`config.mk`:
```
export PLATFORM = sky130hd
export DESIGN_NAME = store_station_scheduler
export DESIGN_NICKNAME = d
export VERILOG_FILES = /design/src/rtl/store_station_scheduler_pkg.sv /design/src/rtl/store_station_scheduler_round_robin_picker.sv /design/src/rtl/store_station_scheduler.sv
export SDC_FILE = /design/constraint.sdc
export NUM_CORES = 1
export LEC_CHECK = 0
export CORE_MARGIN = 2
export CORE_UTILIZATION = 35
export CTS_BUF_LIST = sky130_fd_sc_hd__clkbuf_2
export CTS_CLUSTER_DIAMETER = 100
export DETAILED_ROUTE_END_ITERATION = 7
export GPL_TIMING_DRIVEN = 1
export PLACE_DENSITY = 0.7
export SYNTH_ARGS = -nofsm -noshare
export SYNTH_HDL_FRONTEND = slang
export SYNTH_SLANG_ARGS = --single-unit
```
`constraint.sdc`:
```
create_clock -name clk -period 3.5 [get_ports clk]
set_input_delay 0.875 -clock clk [delete_from_list [all_inputs] [get_ports clk]]
set_output_delay 0.875 -clock clk [all_outputs]
set_load 0.02 [all_outputs]
```
`src/rtl/store_station_scheduler_pkg.sv`:
```
// Shared widths and helpers for the store reservation station scheduler.
// ROB_POSITION_WIDTH is the default ROB index width and must match the
// REORDER_BUFFER_SIZE_LOG value of the surrounding back end.
package store_station_scheduler_pkg;

  localparam int ROB_POSITION_WIDTH = 4;
  localparam int DATA_WIDTH         = 32;

  // Population count of a vector of up to 32 station flags.
  function automatic int unsigned count_ones(input logic [31:0] bits);
    int unsigned total;
    total = 0;
    for (int i = 0; i < 32; i++) begin
      if (bits[i]) total++;
    end
    return total;
  endfunction

endpackage

```
`src/rtl/store_station_scheduler_round_robin_picker.sv`:
```
// Round-robin picker: finds the first set request at or after the pointer,
// wrapping around. N must be a power of two so the index wraps naturally.
module round_robin_picker #(
  parameter int N     = 4,
  parameter int N_LOG = 2
) (
  input  logic [N-1:0]     request,
  input  logic [N_LOG-1:0] pointer,
  output logic [N-1:0]     grant,
  output logic [N_LOG-1:0] index,
  output logic             any
);

  logic [N_LOG-1:0] pos;

  // Scan from the pointer upward; the first hit wins.
  always_comb begin
    // NOTE: every output of a combinational block gets a default first so
    // no path leaves it unassigned and no latch is inferred.
    grant = '0;
    index = '0;
    any   = 1'b0;
    pos   = '0;
    for (int k = 0; k < N; k++) begin
      pos = pointer + N_LOG'(k);
      if (!any && request[pos]) begin
        any   = 1'b1;
        index = pos;
        grant = N'(1) << pos;
      end
    end
  end

endmodule

```
`src/rtl/store_station_scheduler.sv`:
```
// Store reservation station scheduler: allocates free stations to issuing
// stores and drains completed stations round-robin into one registered
// write-buffer slot with a valid/ready handshake. Flush discards everything
// except the stale payload bits, which are masked by the cleared valid.
module store_station_scheduler
  import store_station_scheduler_pkg::*;
#(
  parameter int NUM_RS                  = 4,
  parameter int NUM_RS_LOG              = 2,
  parameter int REORDER_BUFFER_SIZE_LOG = ROB_POSITION_WIDTH
) (
  input  logic                                      clk,
  input  logic                                      reset,
  input  logic                                      flush,
  input  logic                                      issue_valid,
  output logic                                      issue_ready,
  output logic [NUM_RS-1:0]                         issue_select,
  input  logic [NUM_RS-1:0]                         rs_busy,
  input  logic [NUM_RS-1:0]                         rs_done,
  input  logic [NUM_RS*REORDER_BUFFER_SIZE_LOG-1:0] rs_position,
  input  logic [NUM_RS*DATA_WIDTH-1:0]              rs_value,
  input  logic [NUM_RS*DATA_WIDTH-1:0]              rs_storeValue,
  output logic [NUM_RS-1:0]                         rs_ack,
  output logic [NUM_RS_LOG:0]                       occupancy,
  output logic                                      writeBuffer_valid,
  input  logic                                      writeBuffer_ready,
  output logic [REORDER_BUFFER_SIZE_LOG-1:0]        writeBuffer_position,
  output logic [DATA_WIDTH-1:0]                     writeBuffer_value,
  output logic [DATA_WIDTH-1:0]                     writeBuffer_storeValue
);

  localparam int OCC_W = NUM_RS_LOG + 1;

  logic [NUM_RS-1:0]     reserved;
  logic [NUM_RS_LOG-1:0] issue_ptr;
  logic [NUM_RS_LOG-1:0] grant_ptr;

  logic [NUM_RS-1:0]     free_set;
  logic [NUM_RS-1:0]     eligible;
  logic [NUM_RS-1:0]     issue_onehot;
  logic [NUM_RS_LOG-1:0] issue_idx;
  logic                  issue_any;
  logic [NUM_RS-1:0]     grant_onehot;
  logic [NUM_RS_LOG-1:0] grant_idx;
  logic                  grant_any;

  logic                  load_ok;
  logic                  issue_fire;
  logic                  grant_fire;

  logic [REORDER_BUFFER_SIZE_LOG-1:0] pick_position;
  logic [DATA_WIDTH-1:0]              pick_value;
  logic [DATA_WIDTH-1:0]              pick_store_value;

  // Candidate sets for the two pickers.
  always_comb begin
    free_set = ~reserved & ~rs_busy;
    eligible = rs_done & reserved;
  end

  round_robin_picker #(
    .N     (NUM_RS),
    .N_LOG (NUM_RS_LOG)
  ) u_issue_picker (
    .request (free_set),
    .pointer (issue_ptr),
    .grant   (issue_onehot),
    .index   (issue_idx),
    .any     (issue_any)
  );

  round_robin_picker #(
    .N     (NUM_RS),
    .N_LOG (NUM_RS_LOG)
  ) u_grant_picker (
    .request (eligible),
    .pointer (grant_ptr),
    .grant   (grant_onehot),
    .index   (grant_idx),
    .any     (grant_any)
  );

  // Handshake-facing outputs, all forced low while resetting or flushing.
  always_comb begin
    load_ok      = !writeBuffer_valid || writeBuffer_ready;
    issue_ready  = !reset && !flush && issue_any;
    issue_select = issue_ready ? issue_onehot : '0;
    issue_fire   = issue_valid && issue_ready;
    grant_fire   = !reset && !flush && load_ok && grant_any;
    rs_ack       = grant_fire ? grant_onehot : '0;
    occupancy    = reset ? '0 : OCC_W'(count_ones(32'(reserved)));
  end

  // Payload of the station the grant picker currently points at.
  always_comb begin
    pick_position    = rs_position[int'(grant_idx)*REORDER_BUFFER_SIZE_LOG +: REORDER_BUFFER_SIZE_LOG];
    pick_value       = rs_value[int'(grant_idx)*DATA_WIDTH +: DATA_WIDTH];
    pick_store_value = rs_storeValue[int'(grant_idx)*DATA_WIDTH +: DATA_WIDTH];
  end

  // Reservation bookkeeping and round-robin pointers.
  always_ff @(posedge clk) begin
    // NOTE: state registers use non-blocking assignments so every flop
    // samples pre-edge values regardless of statement order.
    if (reset || flush) begin
      reserved  <= '0;
      issue_ptr <= '0;
      grant_ptr <= '0;
    end else begin
      // Issue only targets unreserved stations and grants only reserved
      // ones, so the set and clear masks never overlap.
      reserved <= (reserved | (issue_fire ? issue_onehot : '0)) & ~rs_ack;
      if (issue_fire) issue_ptr <= issue_idx + 1'b1;
      if (grant_fire) grant_ptr <= grant_idx + 1'b1;
    end
  end

  // Write-buffer output register: load on grant, drop on acceptance.
  always_ff @(posedge clk) begin
    if (reset) begin
      writeBuffer_valid      <= 1'b0;
      writeBuffer_position   <= '0;
      writeBuffer_value      <= '0;
      writeBuffer_storeValue <= '0;
    end else if (flush) begin
      writeBuffer_valid <= 1'b0;
    end else if (grant_fire) begin
      writeBuffer_valid      <= 1'b1;
      writeBuffer_position   <= pick_position;
      writeBuffer_value      <= pick_value;
      writeBuffer_storeValue <= pick_store_value;
    end else if (writeBuffer_ready) begin
      writeBuffer_valid <= 1'b0;
    end
  end

  // Grants and allocations are one-hot and never target the same station.
  a_ack_onehot : assert property (@(posedge clk) disable iff (reset) $onehot0(rs_ack));
  a_sel_onehot : assert property (@(posedge clk) disable iff (reset) $onehot0(issue_select));
  a_no_overlap : assert property (@(posedge clk) disable iff (reset)
                                  (issue_fire ? (issue_onehot & rs_ack) : '0) == '0);

endmodule

```
Yosys cells after proc, flatten, opt, wreduce, memory -nomap -nowiden
Index checks and enable logic that the tools add are counted.
- input port bits: 285
- output and inout bits: 81
- logic and storage cells: 120
- register bits: 77
- shift operators: 11
- bitwise logic cells: 8
- add/sub/neg operators: 11
- muxes and demuxes: 50
- reductions and logical operators: 25
- magnitude comparators: 8
- operators with widths (kind ; number):
    variable part select 128 x 8 -> 32 bit ; 2
    2-to-1 mux 4 bit ; 11
    << shifter 1 x 2 -> 4 bit, first input constant ; 8
    less-than comparator 2 x 3 -> 1 bit, second input constant ; 8
    2-to-1 mux 1 bit ; 19
    binary-select mux 1 bit (select 2 bit) ; 8
    2-to-1 mux 2 bit ; 8
    variable part select 16 x 5 -> 4 bit ; 1
    AND 4 bit ; 3
    2-to-1 mux 3 bit ; 4
    inverter 4 bit ; 3
    logical AND 1 bit ; 11
    logical NOT 1 bit ; 9
    adder 2 x 1 -> 2 bit, second input constant ; 4
    adder 2 bit, second input constant ; 4
    adder 3 x 1 -> 3 bit, second input constant ; 2
    bitwise OR 4 bit ; 1
    adder 1 x 1 -> 2 bit, second input constant ; 1
    logical OR 1 bit ; 2
    AND reduction 2 bit ; 1
    nonzero test 2 bit ; 1
    OR reduction 2 bit ; 1
    inverter 1 bit ; 1

Depth between registers and ports, before layout
Gate-level depths: netlist of the first run.
- word-level depth: 19
- mapped depth: 16
- gate-level depth less buffers: 9

Hierarchy
Synthesis of the first run repeated with hierarchy kept, for this count alone.
- cell total of the unflattened synthesis: 614
- area total of the unflattened synthesis: 6183.4 µm²
- by module, submodules not included (module ; seq. area each (µm²) ; area each (µm²) ; cells an instance ; times used):
    store_station_scheduler ; 1541.5 ; 5052.3 ; 468 ; 1
    round_robin_picker ; 0.0 ; 565.5 ; 73 ; 2

Worst setup path before layout of the first run
OpenSTA, ideal clock, no wires.
- path kind: register to output
- start point: register grant_ptr[0]
- end point: output port rs_ack[0]
- arrival: 3.218 ns
- stages on the path, launching flop included: 13
- path buffers: 6
- path slack: -0.593 ns
- cell sequence: dfxtp_1 buf_2 inv_1 clkbuf_1 clkbuf_1 ha_1 buf_2 mux4_2 nor2_2 buf_2 clkbuf_1 a222oi_1 a21oi_1
- word-level cells in the longest chain between the ends: 14
- elaborated cells on any way between the ends: 31
- those cells by class: 3 x add/sub; 4 x shift; 17 x mux; 7 x reduce/logical
- ends and longest elaborated chain (item ; RTL line ; RTL):
    from (decl) ; store_station_scheduler.sv:36 ; logic [NUM_RS_LOG-1:0] grant_ptr;
    from (signal assigned) ; store_station_scheduler.sv:114 ; if (grant_fire) grant_ptr <= grant_idx + 1'b1;
    branches (longest 13 deep; another with adder 2 x 1 -> 2 bit) ; n/a ;
    2-to-1 mux 4 bit (*) ; store_station_scheduler.sv:90 ; rs_ack = grant_fire ? grant_onehot : '0;
    to (decl) ; store_station_scheduler.sv:23 ; output logic [NUM_RS-1:0] rs_ack,
Every way passes the cells marked *. The select of a mux whose other input is x is not followed.

Worst setup path in the final report of the first run
- start point: register grant_ptr[0]
- end point: output port rs_ack[3]
The elaborated chain is that of the path after synthesis.

==> results of run 1 <==
[metrics by stage]
stage / std cells / hold slack, ps
4_1_cts: 1957 / 520
3_5_place_dp: 1937 / 472
6_report: 1963 / 518
2_1_floorplan: 1291 / 508
3_3_place_gp: 1937 / 468
5_1_grt: 1963 / 529
[kinds of logic (layout without fill, tap and decap cells)]
kind of cell | Yosys count | after routing
buffers and inverters | 154 | 494
XOR/XNOR | 5 | 5
other | 0 | 2
adder cells (fa/ha/maj) | 15 | 15
AO/OA/AOI/OAI | 403 | 403
AND/OR/NAND/NOR | 565 | 565
flip-flops | 77 | 77
multiplexers | 72 | 72
[worst max-delay path, stage by stage, from the launching register on]
cell and delay, ps:
dfxtp_4 410, inv_4 40, ha_4 290, mux4_2 540
o311a_4 150, a222oi_1 330, buf_4 180, a21oi_4 60
buf_6 130
[cell usage in the layout, fill, tap and decap left out, drive strengths merged, types with 8 or more instances in the layout]
master         netlist  final
clkdlybuf4s50        0    346
nor2b              206    206
nand3              149    149
a21oi              147    147
nor3               143    143
buf                 54    114
o21ai               87     87
dfxtp               77     77
mux2i               69     69
a31oi               69     69
a221o               68     68
nand2               24     24
nor2                21     21
ha                  15     15
inv                 10     11
clkbuf              90      9
dlygate4sd2          0      8
a211oi               8      8
[layout make-up]
type | instances | area (sq um)
antenna | 2 | 5.00
clock buffer | 9 | 45.0
clock inverter | 5 | 76.3
fill | 2446 | 11400
inverter | 10 | 40.0
multi-input combinational | 1060 | 6950
sequential | 77 | 1560
tap | 330 | 413
timing repair buffer | 470 | 4670
[per-layer routing]
metal  vias up  track usage, %
met1      5533            34.0
met2       518            49.1
met3        82            6.04
li1       5477               -
met4         0            11.2
met5         -               0
[sequential cells by signal, summed over array words and instances, names as in the netlist]
register,cells
writeBuffer_valid,1
writeBuffer_value,32
reserved,4
issue_ptr,2
writeBuffer_position,4
grant_ptr,2
writeBuffer_storeValue,32
[repair_timing]
item	CTS	global route
endpoints found under the setup margin	12	11
hold buffers	0	0
pin swaps	19	2
resized for setup	92	6
gates cloned	0	0
setup buffers	6	4
[power groups by stage]
stage	Sequential, mW	Combinational (mW)	Clock, mW
2_1_floorplan	0.912	0.216	0
3_3_place_gp	0.905	0.683	0
3_5_place_dp	0.905	0.696	0
4_1_cts	0.890	0.717	0.628
5_1_grt	0.891	0.774	0.653
6_report	0.889	0.722	0.603
[worst paths after layout]
check | from | endpoint | slack, ps | cells past startpoint
max | grant_ptr[0] | rs_ack[3] | -50 | 8
min | writeBuffer_storeValue[6] | writeBuffer_storeValue[6] | 520 | 1
max reg2reg | grant_ptr[0] | writeBuffer_value[13] | 180 | 12
min reg2reg | writeBuffer_storeValue[6] | writeBuffer_storeValue[6] | 520 | 1
==> qor.txt, run 1 <==
Combinational Power Share: 32.6%
WL met1: 16000 microns
vias in the first global route: 11.2k
Routed Antenna Nets: 0
Synth async-reset ratio: 0%
drt total wl: 39600 microns
Synth Area in XOR/XNOR: 0.492%
post-synthesis compound-gate area fraction: 29.6%
Initial Util: 35.5%
Worst-Margin Slew: 1080 ps
Final Hold Viols: 0
critical path startpoint category: flop
dpl hpwl: 27000 microns
clock slew at reported path FFs: 220 ps
DIE AREA: 26700 sq um
Sink Count: 77
CTS tree: built
largest family of logic cells by synthesized area: simple AND/OR/NAND/NOR gates
worst rel slew slack: 27.7%
register bit count reported by yosys: 77
Mapped Avg Cell Area: 6.90 sq um
placer congestion estimate: 0.902
Int Pwr: 1.56 mW
PD cells: 161 nW/um^2
post-synthesis mux area share: 8.51%
Synth top cells by count: nor2b_1 (206), nand3_1 (149), nor3_1 (143), a21oi_1 (127), clkbuf_1 (90)
Top Metal Used: met4
simple-gate share of the synthesized area: 34.4%
post-DR wirelength/cell: 20.2 microns
num rows: 58
Max IR drop VDD: 0.000143 V
peak fanout along the critical path: 4
Reg power frac: 40.2%
status: finished, violations left
Worst Hold Class: reg2reg
number of I/O port buffers: 365
failing checks: negative setup slack
Num CTS Buffers: 9
CP endpoint kind: output port
ys flop type: dfxtp_1
height of the die: 164 microns
Crit path arrival time: 2680 ps
Max Root-Sink Buffers: 2
All-Layer GR Usage: 28.3%
clk_skew: 45.1 ps
Iteration-0 DRC Markers: 820
sw frac: 29.5%
Post-synth EDFFs: 0
final setup vio count: 8
largest net degree at the start of global routing: 116
DR DRC count: 0
fmax: 282 MHz
Critical Path RT: 2620 ps
die width: 164 microns
Unique masters post-synth: 46
Setup CP Type: reg2out
sw power: 0.653 mW
vias: 11.6k
Design Power: 2.21 mW
sequential element share of the synthesized area: 17.3%
synthesized cell area: 8910 sq um
gate count of the mapped netlist: 1291
Ys Warns: 0
# IOs: 366
Final WS setup: -52.4 ps
placed cell area: 13400 sq um
core area: 25100 sq um
Nets: 1928
Clock Latency Late Sink: 590 ps
static leakage: 5.27 nW
Finished Cell Area: 13800 sq um
Final min period: 3550 ps
Clk pwr share: 27.2%
most numerous cell in the Yosys netlist: nor2b_1
top cell type by total area after synthesis: dfxtp_1
CTS root buffer: clkbuf_2
P&R area growth vs syn: 54.4%
setup TNS: -290 ps
routed wl met2: 18800 microns
Avg Vias per Cell: 5.91
final-report max-slew violation count: 0
wire length on met3: 3450 microns
drt pass-1 iters: 5
GRT overflow: 0
share of cells above drive strength 1: 12.5%
final worst path period share: 101%
first-pass GRT wire length: 60400 microns
post-synth top area share: 17.3%
initial antenna violation count: 3
syn_nets: 1591
CTS H-Tree Depth: 3
synth top area cells: dfxtp_1 (17%), nor2b_1 (14%), nand3_1 (8.4%)
Util after Layout: 54.8%
RSZ-0062 raised after global routing: true
Place WS: -763 ps
Post-Synth Adder-Cell Area: 2.11%
Max-Cap Viols: 0
Power figures use the tool's default switching activity.
==> run 2, diff against run 1 <==
--- a/config.mk
+++ b/config.mk
@@ -12,6 +12,7 @@
 export DETAILED_ROUTE_END_ITERATION = 7
 export GPL_TIMING_DRIVEN = 1
 export PLACE_DENSITY = 0.7
+export SKIP_LAST_GASP = 1
 export SYNTH_ARGS = -nofsm -noshare
 export SYNTH_HDL_FRONTEND = slang
 export SYNTH_SLANG_ARGS = --single-unit
==> qor.txt, run 2 (synthesized netlist as in run 1, its figures left out) <==
clk_skew: 45.1 ps
Initial Util: 35.5%
clock slew at reported path FFs: 220 ps
Place WS: -763 ps
Worst Hold Class: reg2reg
Final min period: 3550 ps
Setup CP Type: reg2out
CTS H-Tree Depth: 3
Avg Vias per Cell: 5.91
static leakage: 5.27 nW
worst reg-to-reg setup slack: 180 ps
DIE AREA: 26700 sq um
commonest cells after routing, fill and taps aside: clkdlybuf4s50_1 (346), nor2b_1 (206), nand3_1 (147), nor3_1 (141), a21oi_1 (120)
drt total wl: 39600 microns
All-Layer GR Usage: 28.3%
Largest regs: writeBuffer_storeValue: 32 flops, writeBuffer_value: 32 flops
setup TNS: -290 ps
Final WS setup: -52.4 ps
first-pass GRT wire length: 60400 microns
share of cells above drive strength 1: 12.5%
vias: 11.6k
number of I/O port buffers: 365
slowest cell on the critical path: mux4_2
CTS root buffer: clkbuf_2
initial antenna violation count: 3
P&R area growth vs syn: 54.4%
placer congestion estimate: 0.902
largest net degree at the start of global routing: 116
num rows: 58
vias in the first global route: 11.2k
core area: 25100 sq um
Design Power: 2.21 mW
dpl hpwl: 27000 microns
CP delay by family, top: multiplexers
CTS tree: built
RSZ-0062 raised after global routing: true
drt pass-1 iters: 5
wire length on met3: 3450 microns
Final Hold Viols: 0
routed wl met2: 18800 microns
worst path bufs/invs: 3
critical path startpoint category: flop
post-DR wirelength/cell: 20.2 microns
worst rel slew slack: 27.7%
Worst-Margin Slew: 1080 ps
Critical Path RT: 2620 ps
fmax: 282 MHz
delay of the slowest cell on the worst path: 540 ps
Max IR drop VDD: 0.000143 V
cell chain of the critical path: inv_4 > ha_4 > mux4_2 > o311a_4 > a222oi_1 > buf_4 > a21oi_4 > buf_6
Nets: 1928
height of the die: 164 microns
Max Root-Sink Buffers: 2
DR DRC count: 0
WL met1: 16000 microns
Max-Cap Viols: 0
Clock Latency Late Sink: 590 ps
peak fanout along the critical path: 4
CP endpoint kind: output port
Iteration-0 DRC Markers: 820
Top Metal Used: met4
hold slack final: 518 ps
PD cells: 161 nW/um^2
failing checks: negative setup slack
final setup vio count: 8
commonest non-fill, non-tap cell in the layout: clkdlybuf4s50_1
die width: 164 microns
Num CTS Buffers: 9
final worst path period share: 101%
Routed Antenna Nets: 0
Crit path arrival time: 2680 ps
final-report max-slew violation count: 0
Sink Count: 77
GRT overflow: 0
# IOs: 366
status: finished, violations left
[run 2: cell counts in the layout (fill, tap and decap cells not counted)]
No cell type changed its count.
[run 2: worst paths after layout]
check / startpoint / endpoint / cells past startpoint
setup / recovery: grant_ptr[0] / rs_ack[3] / 8
hold / removal: writeBuffer_storeValue[6] / writeBuffer_storeValue[6] / 1
setup reg to reg: grant_ptr[0] / writeBuffer_value[13] / 12
hold reg to reg: writeBuffer_storeValue[6] / writeBuffer_storeValue[6] / 1
[run 2: layer usage]
layer / up-vias / global-route usage, %
met5: - / 0
met2: 518 / 49.1
li1: 5477 / -
met4: 0 / 11.2
met1: 5533 / 34.0
met3: 82 / 6.04
[run 2: repair_timing]
item / CTS / global route
hold buffers: 0 / 0
gates resized for setup: 92 / 6
pin swaps: 19 / 2
buffers inserted: 6 / 4
endpoints found under the setup margin: 12 / 11
[run 2: metrics by stage]
stage                     util, %  cell area, sq um  cells
after detailed placement     53.4             13400   1937
after global routing         54.8             13800   1963
after global placement       53.4             13400   1937
after CTS                    54.6             13700   1957
final                        54.8             13800   1963
after floorplan                 -              8990   1291
[run 2: worst register-to-register path, stage by stage, from the launching register on]
cell	delay [ps]
dfxtp_4	410
inv_4	40
ha_4	290
mux4_2	540
buf_4	170
nor2_4	130
buf_4	130
buf_4	470
nor3_2	190
buf_12	250
mux2i_1	240
a31oi_1	130
a221o_1	260
[run 2: power breakdown]
| group | switching, mW | leakage (nW) | internal, mW |
|---|---|---|---|
| logic | 0.272 | 4.57 | 0.450 |
| registers | 0.00452 | 0.625 | 0.885 |
| clock network | 0.376 | 0.0779 | 0.227 |
[run 2: final cells by class]
type,count,area [sq um]
multi-input cells,1060,6950
flip-flops and latches,77,1560
clock buffers,9,45.0
repair buffers,470,4670
well taps,330,413
clock inverters,5,76.3
diodes,2,5.00
fillers,2446,11400
inverters,10,40.0
